File: src/rtl/nibble_pkg.sv
// Shared definitions for the nibble-stream transmit and receive blocks:
// nibble width, default frame length and the serializer FSM states.
package nibble_pkg;

    localparam int NIBBLE_W    = 4;
    localparam int NIBBLES_DEF = 10;

    typedef enum logic [1:0] {
        ST_IDLE = 2'd0,
        ST_SEND = 2'd1,
        ST_GAP  = 2'd2
    } state_e;

    // Counter width able to hold 0..n-1, never narrower than one bit.
    function automatic int cnt_w(input int n);
        return (n > 1) ? $clog2(n) : 1;
    endfunction

endpackage

File: src/rtl/nibble_stream_tx_hold_buf.sv
// Single-entry valid/ready holding register in front of the serializer.
// A drain and a new acceptance in the same cycle leave the buffer full.
module nibble_hold_buf
    import nibble_pkg::*;
#(
    parameter int WIDTH = NIBBLE_W * NIBBLES_DEF
) (
    input  logic             clk,
    input  logic             rst,
    input  logic             in_valid,
    input  logic [WIDTH-1:0] in_data,
    output logic             in_ready,
    input  logic             drain,
    output logic             hold_v,
    output logic [WIDTH-1:0] hold_data
);

    logic             hold_v_q;
    logic             hold_v_d;
    logic [WIDTH-1:0] hold_q;
    logic [WIDTH-1:0] hold_d;
    logic             accept;

    always_comb begin
        in_ready = ~hold_v_q & ~rst;
        accept   = in_valid & in_ready;
        hold_v_d = hold_v_q;
        if (drain) begin
            hold_v_d = 1'b0;
        end
        // Acceptance wins over drain so a word arriving on the load cycle is kept.
        if (accept) begin
            hold_v_d = 1'b1;
        end
        hold_d = accept ? in_data : hold_q;
    end

    always_ff @(posedge clk or posedge rst) begin
        if (rst) begin
            hold_v_q <= 1'b0;
        end else begin
            hold_v_q <= hold_v_d;
        end
    end

    always_ff @(posedge clk) begin
        hold_q <= hold_d;
    end

    assign hold_v    = hold_v_q;
    assign hold_data = hold_q;

endmodule

File: src/rtl/nibble_stream_tx.sv
// Frame serializer: unpacks a word of NIBBLES 4-bit values, most significant
// nibble first, onto the en/num strobe interface with an inter-frame gap.
module nibble_stream_tx
    import nibble_pkg::*;
#(
    parameter int NIBBLES = NIBBLES_DEF,
    parameter int GAP     = 4
) (
    input  logic                        clk,
    input  logic                        rst,
    input  logic                        in_valid,
    input  logic [NIBBLE_W*NIBBLES-1:0] in_data,
    output logic                        in_ready,
    output logic                        en,
    output logic [NIBBLE_W-1:0]         num,
    output logic                        busy,
    output logic                        done,
    output logic [7:0]                  frame_cnt
);

    localparam int W      = NIBBLE_W * NIBBLES;
    localparam int IDX_W  = cnt_w(NIBBLES);
    localparam int GCNT_W = cnt_w(GAP);

    state_e              state_q;
    state_e              state_d;
    logic [IDX_W-1:0]    idx_q;
    logic [IDX_W-1:0]    idx_d;
    logic [GCNT_W-1:0]   gcnt_q;
    logic [GCNT_W-1:0]   gcnt_d;
    logic [W-1:0]        shreg_q;
    logic [W-1:0]        shreg_d;
    logic                en_q;
    logic                en_d;
    logic [NIBBLE_W-1:0] num_q;
    logic [NIBBLE_W-1:0] num_d;
    logic                last_q;
    logic                last_d;
    logic                done_q;
    logic                done_d;
    logic [7:0]          frame_cnt_q;
    logic [7:0]          frame_cnt_d;

    logic                drain;
    logic                hold_v;
    logic [W-1:0]        hold_data;
    logic                last_nib;

    nibble_hold_buf #(
        .WIDTH (W)
    ) u_hold (
        .clk       (clk),
        .rst       (rst),
        .in_valid  (in_valid),
        .in_data   (in_data),
        .in_ready  (in_ready),
        .drain     (drain),
        .hold_v    (hold_v),
        .hold_data (hold_data)
    );

    assign last_nib = (idx_q == IDX_W'(NIBBLES - 1));

    always_ff @(posedge clk or posedge rst) begin
        if (rst) begin
            state_q     <= ST_IDLE;
            idx_q       <= '0;
            gcnt_q      <= '0;
            en_q        <= 1'b0;
            num_q       <= '0;
            last_q      <= 1'b0;
            done_q      <= 1'b0;
            frame_cnt_q <= '0;
        end else begin
            state_q     <= state_d;
            idx_q       <= idx_d;
            gcnt_q      <= gcnt_d;
            en_q        <= en_d;
            num_q       <= num_d;
            last_q      <= last_d;
            done_q      <= done_d;
            frame_cnt_q <= frame_cnt_d;
        end
    end

    always_ff @(posedge clk) begin
        shreg_q <= shreg_d;
    end

    always_comb begin
        state_d = state_q;
        idx_d   = idx_q;
        gcnt_d  = gcnt_q;
        shreg_d = shreg_q;
        drain   = 1'b0;
        case (state_q)
            ST_IDLE: begin
                if (hold_v) begin
                    drain   = 1'b1;
                    shreg_d = hold_data;
                    idx_d   = '0;
                    state_d = ST_SEND;
                end
            end
            ST_SEND: begin
                shreg_d = shreg_q << NIBBLE_W;
                idx_d   = idx_q + IDX_W'(1);
                if (last_nib) begin
                    idx_d = '0;
                    if (GAP > 0) begin
                        gcnt_d  = GCNT_W'(GAP - 1);
                        state_d = ST_GAP;
                    end else if (hold_v) begin
                        // Zero gap: chain straight into the queued frame.
                        drain   = 1'b1;
                        shreg_d = hold_data;
                    end else begin
                        state_d = ST_IDLE;
                    end
                end
            end
            ST_GAP: begin
                gcnt_d = gcnt_q - GCNT_W'(1);
                if (gcnt_q == '0) begin
                    if (hold_v) begin
                        drain   = 1'b1;
                        shreg_d = hold_data;
                        idx_d   = '0;
                        state_d = ST_SEND;
                    end else begin
                        state_d = ST_IDLE;
                    end
                end
            end
            default: begin
                state_d = ST_IDLE;
            end
        endcase
    end

    // Outputs are registered one cycle behind the state that produces them.
    always_comb begin
        en_d        = (state_q == ST_SEND);
        num_d       = en_d ? shreg_q[W-1 -: NIBBLE_W] : '0;
        last_d      = en_d & last_nib;
        done_d      = last_q;
        frame_cnt_d = frame_cnt_q + {7'd0, last_q};
    end

    assign en        = en_q;
    assign num       = num_q;
    assign done      = done_q;
    assign frame_cnt = frame_cnt_q;
    assign busy      = (state_q != ST_IDLE) | hold_v;

endmodule

File: config.mk
export PLATFORM = sky130hd
export DESIGN_NAME = nibble_stream_tx
export DESIGN_NICKNAME = d
export VERILOG_FILES = /design/src/rtl/nibble_pkg.sv /design/src/rtl/nibble_stream_tx_hold_buf.sv /design/src/rtl/nibble_stream_tx.sv
export SDC_FILE = /design/constraint.sdc
export NUM_CORES = 1
export LEC_CHECK = 0
export BUFFER_PORTS_ARGS = -buffer_cell sky130_fd_sc_hd__buf_2
export CAP_MARGIN = 0
export CORE_MARGIN = 2
export CORE_UTILIZATION = 40
export CTS_CLUSTER_SIZE = 10
export DETAILED_ROUTE_END_ITERATION = 8
export SLEW_MARGIN = 15
export SYNTH_ARGS = -nofsm -noshare
export SYNTH_HDL_FRONTEND = slang
export SYNTH_HIERARCHICAL = 1
export SYNTH_SLANG_ARGS = --single-unit
File: constraint.sdc
create_clock -name clk -period 3.95 [get_ports clk]
set_clock_uncertainty 0.05 [all_clocks]
set_input_delay 0.395 -clock clk [delete_from_list [all_inputs] [get_ports clk]]
set_output_delay 0.395 -clock clk [all_outputs]
set_load 0.03 [all_outputs]
After elaboration in Yosys (flattened, before gate mapping)
Cells that the tools add are included.

operators by class
  add/sub/neg operators = 3
  multipliers = 0
  divide/modulo/power cells = 0
  $lt $le $gt $ge = 0
  equal/unequal tests = 6
  shift-type cells = 0
  mux-type cells = 20
  bitwise gates (word level) = 6
  reductions and logical operators = 9

operators by type and width
  kind                                                                count
  40-bit case mux with 3 select lines                                 1
  40-bit two-way mux                                                  2
  4-bit two-way mux                                                   4
  4-bit case mux with 3 select lines                                  1
  8-bit by 1-bit adder with 8-bit output                              1
  2-bit two-way mux                                                   4
  2-bit case mux with 3 select lines                                  1
  2-bit nonzero test                                                  3
  1-bit two-way mux                                                   5
  4-bit by 1-bit adder with 4-bit output, second input constant       1
  4-bit == test, second input constant                                1
  2-bit zero test                                                     2
  2-bit by 1-bit != test with 1-bit output, second input constant     2
  2-bit case mux with 2 select lines                                  1
  2-bit AND reduction                                                 2
  1-bit AND                                                           3
  3-bit AND reduction                                                 1
  3-bit nonzero test                                                  1
  2-bit by 1-bit == test with 1-bit output, second input constant     1
  2-bit == test, second input constant                                1
  2-bit != test, second input constant                                1
  1-bit inverter                                                      2
  1-bit case mux with 2 select lines                                  1
  2-bit by 1-bit subtractor with 2-bit output, second input constant  1
  1-bit OR                                                            1

storage, ports and cells
  flip-flop bits (word level) = 104
  bits in latches = 0
  memory bits (writable) = 0
  ROM bits = 0
  input port bits = 43
  word-level logic and storage cells = 55
  memories = 0

Depth between registers and ports, before layout
Gate-level depths: netlist of run 1.

  word-level depth = 5
  depth in mapped cells = 6
  gate-level depth less buffers = 6

By module
The synthesis of run 1 kept the hierarchy.

by module, submodules not included
  module            times used  cells an instance  area an instance (µm²)  sequential area each (µm²)
  nibble_stream_tx  1           250                2,763.9                 1,776.7
  nibble_hold_buf   1           46                 1,257.5                 1,226.2

Worst setup path before layout of run 1
No wires, ideal clock.

  kind = reg2reg
  from = register gcnt_q[0]
  to = register shreg_q[10], enable pin
  library setup time = 0.448 ns
  arrival = 2.603 ns
  data required time = 3.452 ns
  slack = 0.850 ns
  cell stages (with the launch flop) = 5
  period minus slack after synthesis = 3.100 ns
  cells stage by stage = dfrtp_1 > inv_1 > ha_1 > nand2b_1 > a21oi_1

on the way
  cells in the longest elaborated chain, start to end = 3

ends and longest elaborated chain
  what                                  RTL line                 source
  from (decl)                           nibble_stream_tx.sv:29   logic [GCNT_W-1:0] gcnt_q;
  from (signal assigned)                nibble_stream_tx.sv:77   gcnt_q <= gcnt_d;
  2-bit zero test                       nibble_stream_tx.sv:124  if (gcnt_q == '0) begin
  2-bit != test (no source line)        n/a
  2-bit AND reduction (no source line)  n/a
  to (signal assigned)                  nibble_stream_tx.sv:87   shreg_q <= shreg_d;
  to (decl)                             nibble_stream_tx.sv:31   logic [W-1:0] shreg_q;

No other way between the ends.
A chain may end at the register's enable or synchronous reset.

Final worst setup path of run 1
  from = register u_hold.hold_v_q (netlist: u_hold/hold_v)
  to = output port busy

on the way
  cells in the longest elaborated chain, start to end = 1

ends and longest elaborated chain
  what                    RTL line                         source
  from (decl)             nibble_stream_tx_hold_buf.sv:18  logic hold_v_q;
  from (signal assigned)  nibble_stream_tx_hold_buf.sv:42  hold_v_q <= hold_v_d;
  1-bit OR                nibble_stream_tx.sv:154          assign busy = (state_q != ST_IDLE) | hold_v;
  to (decl)               nibble_stream_tx.sv:16           output logic busy,

No other way between the ends.

==> impl_metrics.tcl, run 1 <==
set metrics [dict create \
    power_density_nw_per_um2 688 \
    root_buffer "clkbuf_8" \
    synth_top_flop_cell "edfxtp_1" \
    async_reset_ff_share_pct 23.1 \
    synth-xor-area-share_pct 1.52 \
    post_cts_buffers 0 \
    antenna_found_initial 0 \
    rsz0062_at_grt "no" \
    core_um2 9770 \
    layout_min_cycle_time_ns 2.13 \
    routed_wl_mm 5.96 \
    synth_simple_gate_area_share_pct 11.4 \
    grt_max_degree 42 \
    path_delay_family "flip-flops" \
    fin_area_um2 4620 \
    grt.overflow.total 0 \
    fill_cells 895 \
    startpoint_type "register" \
    die_width_um 104 \
    clk-insertion-delay-late_ns 0.35 \
    synth_compound_area_share_pct 6.07 \
    yosysSeqAreaShare_pct 74.7 \
    critPathCaptureType "output port" \
    placed_cell_area_um2 4440 \
    synth_nets 344 \
    grt_usage_pct 11.8 \
    place.port_buffers 58 \
    die_h_um 104 \
    drt_iter0_drc 112 \
    path_buf_inv 1 \
    wire_per_inst_um 12.0 \
    initial_core_util_pct 41.1 \
    setup_tns_ns 0 \
    die_area_um2 10900 \
    critPathSlowestCell "dfrtp_1" \
    cts_made_buffers 9 \
    grt_pass1_wl_mm 10.2 \
    gp_congestion 0.758 \
    max_slew.worst_pin.slew_ns 0.881 \
    met3_usage_pct 3.63 \
    cts.sinks 104 \
    synth-edff-count 80 \
    min_path_type "in -> reg" \
    ys_warn_count 6 \
    fin_total_pwr_mw 3.18 \
    synth_cell_type_count 31 \
    drtPass1Iterations 4 \
    placementRows 36 \
    setup_viol 0 \
    p_leak_nw 1.93 \
    critPathKind "reg -> out" \
    vdd_drop_max_uv 359 \
    drv_cap 0 \
    timing_hold_violations_final 0 \
    finalMaxSlewViolations 0 \
    cts_buffer_depth 2 \
    syn_avg_cell_area_um2 13.6 \
    nNetsFinal 405 \
    vias_per_cell 4.57 \
    drc 0 \
    area_growth_pct 14.8 \
    hpwl_mm 3.77 \
    fin_crit_sh_pct 53.9 \
    status "finished clean" \
    maxSlewHeadroom_pct 41.2 \
    cts_tree "built" \
    drive_gt1_share_pct 22.4 \
    place_inst 478 \
    synth_fa_ha_area_share_pct 1.56 \
    cpPeakStageDelay_ns 0.68 \
    grt_pass1_vias 2240 \
    crit_path_cell_trace "or3_1 > buf_2" \
    grtUsageMet1_pct 15.6 \
    grt.busiest_layer "met2" \
    cp_max_fo 23 \
    synthesis.area_um2 4020 \
    htree_levels 3 \
    drtAntennaViolNets 0 \
    synthMuxAreaShare_pct 1.49 \
    final_cells 495 \
    grt_use_met2_pct 18.5 \
    cts_resized 0 \
    synth-seq-cells 104 \
    holdBufCountCts 1 \
    synth_cells 296 \
    num_io_pins 59 \
    fmax_mhz 469 \
    crit_arrival_ns 1.69 \
    synth_top_family_by_area "simple AND/OR/NAND/NOR gates" \
    vias 2262 \
    cp.required_ns 3.50 \
    path_clk_slew_ns 0.10 \
    diodes 0 \
]
registers in the layout, indices dropped and copies added, names as in the netlist:
| signal | count |
|---|---|
| gcnt_q | 2 |
| state_q | 2 |
| u_hold/hold_data | 40 |
| frame_cnt | 8 |
| en | 1 |
| done_d | 1 |
| u_hold/hold_v | 1 |
| idx_q | 4 |
| num | 4 |
| done | 1 |
| shreg_q | 40 |
worst register-to-register path, delay by kind of cell, from the launching register on:
family / cells / cell delay [ns]
buf+inv: 1 / 0.44
compound gates: 1 / 0.14
flops: 1 / 0.87
simple gates: 1 / 0.16
metal layers:
| layer | wire length [um] | up-vias |
|---|---|---|
| met2 | 2840 | 57 |
| met4 | 88 | 0 |
| met5 | 0 | - |
| met1 | 2760 | 1045 |
| met3 | 274 | 9 |
| li1 | - | 1151 |
layout make-up:
cell class	count	area [um2]	share of cell area (%)
well taps	133	166	3.60
repair buffers	64	338	7.32
inverters	9	33.8	0.732
multi-input cells	169	905	19.6
clock inverters	5	40.0	0.867
flip-flops and latches	104	3000	65.0
clock buffers	11	131	2.85
cells in the mapped netlist (2+ instances only):
| library cell | n | area (um2) |
|---|---|---|
| and3_1 | 2 | 12.5 |
| clkbuf_1 | 3 | 11.3 |
| nand2_1 | 76 | 285 |
| o211ai_1 | 2 | 15.0 |
| buf_2 | 4 | 20.0 |
| inv_1 | 9 | 33.8 |
| mux2i_1 | 6 | 60.1 |
| o21ai_1 | 31 | 155 |
| edfxtp_1 | 80 | 2400 |
| dfrtp_1 | 24 | 601 |
| nor2_1 | 7 | 26.3 |
| nand2b_1 | 3 | 18.8 |
| o22ai_1 | 2 | 12.5 |
| a21oi_1 | 2 | 10.0 |
| clkbuf_2 | 2 | 10.0 |
| o21ai_0 | 7 | 35.0 |
| nand3_1 | 6 | 30.0 |
| and2_1 | 4 | 25.0 |
| ha_1 | 5 | 62.6 |
| xnor2_1 | 6 | 52.6 |
| buf_6 | 5 | 56.3 |
power breakdown:
| group | internal, mW | total [mW] | switching, mW |
|---|---|---|---|
| combinational | 0.286 | 0.840 | 0.554 |
| sequential | 1.60 | 1.75 | 0.149 |
| clock | 0.235 | 0.582 | 0.347 |
metrics by stage:
stage / util, % / hold slack, ns / worst slack [ns]
2_1_floorplan: - / 0.0737 / 0.850
3_3_place_gp: 45.4 / 0.225 / 1.92
3_5_place_dp: 45.4 / 0.227 / 1.90
4_1_cts: 47.2 / 0.135 / 1.76
5_1_grt: 47.2 / 0.122 / 1.69
6_report: 47.2 / 0.157 / 1.82
kinds of logic (layout without fill, tap and decap cells):
family / count (synthesis) / after routing
mux: 6 / 6
buf+inv: 23 / 89
fa+ha+maj: 5 / 5
compound gates: 46 / 46
xor+xnor: 7 / 7
simple gates: 105 / 105
flops: 104 / 104
final timing paths:
check	cells past startpoint	slack (ns)	endpoint	start
setup / recovery	2	1.82	busy	u_hold/hold_v$_DFFE_PP0P_
hold / removal	1	0.16	u_hold/hold_data[35]$_DFFE_PP_	in_data[35]
setup reg to reg	3	1.92	shreg_q[25]$_DFFE_PP_	u_hold/hold_v$_DFFE_PP0P_
hold reg to reg	0	0.34	done$_DFF_PP0_	done_d$_DFF_PP0_
max in group asynchronous	3	2.54	idx_q[0]$_DFFE_PP0P_	rst
min in group asynchronous	3	0.42	u_hold/hold_v$_DFFE_PP0P_	rst
placed cells by master (no fill, tap or decap), types with 2 or more instances in the layout:
master      count
nand2_1        76
o22ai_1         2
buf_2          58
clkinvlp_4      2
clkbuf_1        2
and2_1          4
clkbuf_8        9
inv_1           9
buf_4           5
o21ai_1        31
edfxtp_1       80
o211ai_1        2
and3_1          2
dfrtp_1        24
ha_1            5
mux2i_1         6
nor2_1          7
nand3_1         6
o21ai_0         7
xnor2_1         6
nand2b_1        3
No activity file was read; power rests on OpenSTA's default activity.
==> inputs of run 2 (changes only) <==
ABC_AREA = 1   (was default)
clock period = 2.13 ns   (was 3.95 ns; I/O delays follow)
==> impl_metrics.tcl, run 2 <==
set metrics [dict create \
    hold_path_depth 3 \
    num_io_pins 59 \
    root_buffer "clkbuf_8" \
    fmax_mhz 578 \
    drc 0 \
    drv_cap 0 \
    layout.core_utilization_pct 50.4 \
    core_um2 10200 \
    cp.required_ns 2.15 \
    gp_congestion 0.736 \
    htree_levels 3 \
    place.port_buffers 58 \
    fin_ws_ns 0.399 \
    async_reset_ff_share_pct 23.1 \
    wire_per_inst_um 12.0 \
    rrSetupSlack_ns 0.40 \
    setup_viol 0 \
    grt_usage_pct 13.2 \
    grt_max_degree 43 \
    status "finished clean" \
    timing_hold_violations_final 0 \
    synth_nets 386 \
    synth-seq-cells 104 \
    layout_commonest_cell "nand2_1" \
    rsz0062_at_grt "no" \
    max_slew.worst_pin.slew_ns 0.391 \
    vias_per_cell 4.48 \
    hpwl_mm 4.21 \
    synth_commonest_cells "115 x nand2_1, 80 x edfxtp_1, 41 x nand3_1" \
    antenna_found_initial 0 \
    setup_tns_ns 0 \
    dp_slack_ns 0.406 \
    placementRows 37 \
    critPathKind "reg -> reg" \
    synthesis.area_um2 4160 \
    die_area_um2 11200 \
    grt_pass1_vias 2567 \
    worstReg2RegStart "gcnt_q[0]$_DFFE_PP0P_" \
    yosysMostFrequentCell "nand2_1" \
    ys_warn_count 6 \
    cts_buffer_depth 2 \
    drt_iter0_drc 131 \
    grt_pass1_wl_mm 11.4 \
    worstHoldEndpoint "u_hold/hold_v$_DFFE_PP0P_" \
    synth_largest_area_cell "edfxtp_1" \
    clk-insertion-delay-late_ns 0.37 \
    synth.top_cells.by_area "edfxtp_1 58%, dfrtp_1 14%, nand2_1 10%, nand3_1 4.9%, inv_1 2.3%" \
    area_growth_pct 23.5 \
    maxSlewHeadroom_pct 73.9 \
    yosysSeqAreaShare_pct 72.3 \
    cts_resized 0 \
    cp_max_fo 36 \
    routed_wl_mm 6.98 \
    final_cells 582 \
    synth-edff-count 80 \
    diodes 0 \
    synth_top_flop_cell "edfxtp_1" \
    die_h_um 106 \
    yosysTopAreaCellShare_pct 57.8 \
    initial_core_util_pct 40.8 \
    fin_crit_sh_pct 81.3 \
    crit_arrival_ns 1.75 \
    critPathCaptureType "register" \
    path_clk_slew_ns 0.10 \
    reg2reg_to "shreg_q[33]$_DFFE_PP_" \
    min_path_type "in -> reg" \
    nNetsFinal 489 \
    drtPass1Iterations 4 \
    cts.sinks 104 \
    worstHoldStart "in_valid" \
    synth_cell_type_count 23 \
    startpoint_type "register" \
    vias 2607 \
    cts_made_buffers 9 \
    drtAntennaViolNets 0 \
    synth_cells 338 \
    vdd_drop_max_uv 638 \
    finalMaxSlewViolations 0 \
    place_inst 525 \
    cts_tree "built" \
    final_cell_mix "115 x nand2_1, 80 x edfxtp_1, 58 x buf_2" \
    die_width_um 106 \
    drive_gt1_share_pct 19.7 \
    grt.overflow.total 0 \
    power_density_nw_per_um2 1190 \
    syn_avg_cell_area_um2 12.3 \
    fin_total_pwr_mw 6.12 \
    p_leak_nw 2.32 \
    layout_min_cycle_time_ns 1.73 \
    reg2reg_depth 7 \
]
run 2: cell types whose count changed after synthesis, moves of 5 or more:
cell | previous run | this run
o21ai_0 | 7 | 2
nand3_1 | 6 | 41
nor2_1 | 7 | 13
xnor2_1 | 6 | 0
mux2i_1 | 6 | 0
inv_1 | 9 | 26
nand2_1 | 76 | 115
o21ai_1 | 31 | 0
run 2: layout make-up:
class | instances | area [um2]
clock buffers | 10 | 128
clock inverters | 6 | 75.1
fillers | 948 | 5050
inverters | 28 | 110
multi-input cells | 193 | 888
flip-flops and latches | 104 | 3000
well taps | 136 | 170
repair buffers | 105 | 758
run 2: worst max path at each step:
| stage | startpoint | to | slack (ns) |
|---|---|---|---|
| floorplan | u_hold/hold_v$_DFFE_PP0P_ | u_hold/hold_data[0]$_DFFE_PP_ | 0.07 |
| detailed placement | gcnt_q[0]$_DFFE_PP0P_ | shreg_q[14]$_DFFE_PP_ | 0.41 |
| CTS | gcnt_q[0]$_DFFE_PP0P_ | shreg_q[33]$_DFFE_PP_ | 0.37 |
| finish | gcnt_q[0]$_DFFE_PP0P_ | shreg_q[33]$_DFFE_PP_ | 0.40 |
| global placement | gcnt_q[0]$_DFFE_PP0P_ | shreg_q[11]$_DFFE_PP_ | 0.46 |
| global route | gcnt_q[0]$_DFFE_PP0P_ | shreg_q[25]$_DFFE_PP_ | 0.26 |
run 2: per-stage QoR:
step	hold WS, ns	cell area, um2
2_1_floorplan	-0.108	4160
3_3_place_gp	0.0388	4520
3_5_place_dp	0.0460	4520
4_1_cts	0.000121	5130
5_1_grt	0.0415	5130
6_report	0.0269	5130
run 2: cell families after synthesis:
group | count (synthesis) | synth area share [%]
buffers and inverters | 41 | 6.35
AO/OA/AOI/OAI | 10 | 1.66
XOR/XNOR | 4 | 0.843
AND/OR/NAND/NOR | 174 | 17.4
adder cells (fa/ha/maj) | 5 | 1.51
flip-flops | 104 | 72.3
run 2: critical path, stage by stage (launching register included):
cell and delay (ns):
dfrtp_1 0.39, inv_1 0.07, ha_1 0.19, nand2_1 0.06
nand2_1 0.19, nand2_2 0.12, inv_1 0.11, buf_12 0.22
run 2: metal layers:
layer	GRT usage, %	vias up	routed length, um
met2	22.7	54	3360
met1	15.2	1218	3170
met4	5.08	0	114
met5	0	-	0
li1	-	1326	-
met3	4.66	9	332
run 2: what timing repair did:
action / CTS / global route
setup buffers: 0 / 0
endpoints found under the hold margin: 64 / 0
hold buffers: 41 / 0
run 2: report_power, final:
group	switching [mW]	total (mW)	leakage [nW]	internal [mW]
clock	0.686	1.25	0.0994	0.562
sequential	0.233	3.19	1.12	2.96
combinational	1.13	1.67	1.10	0.539
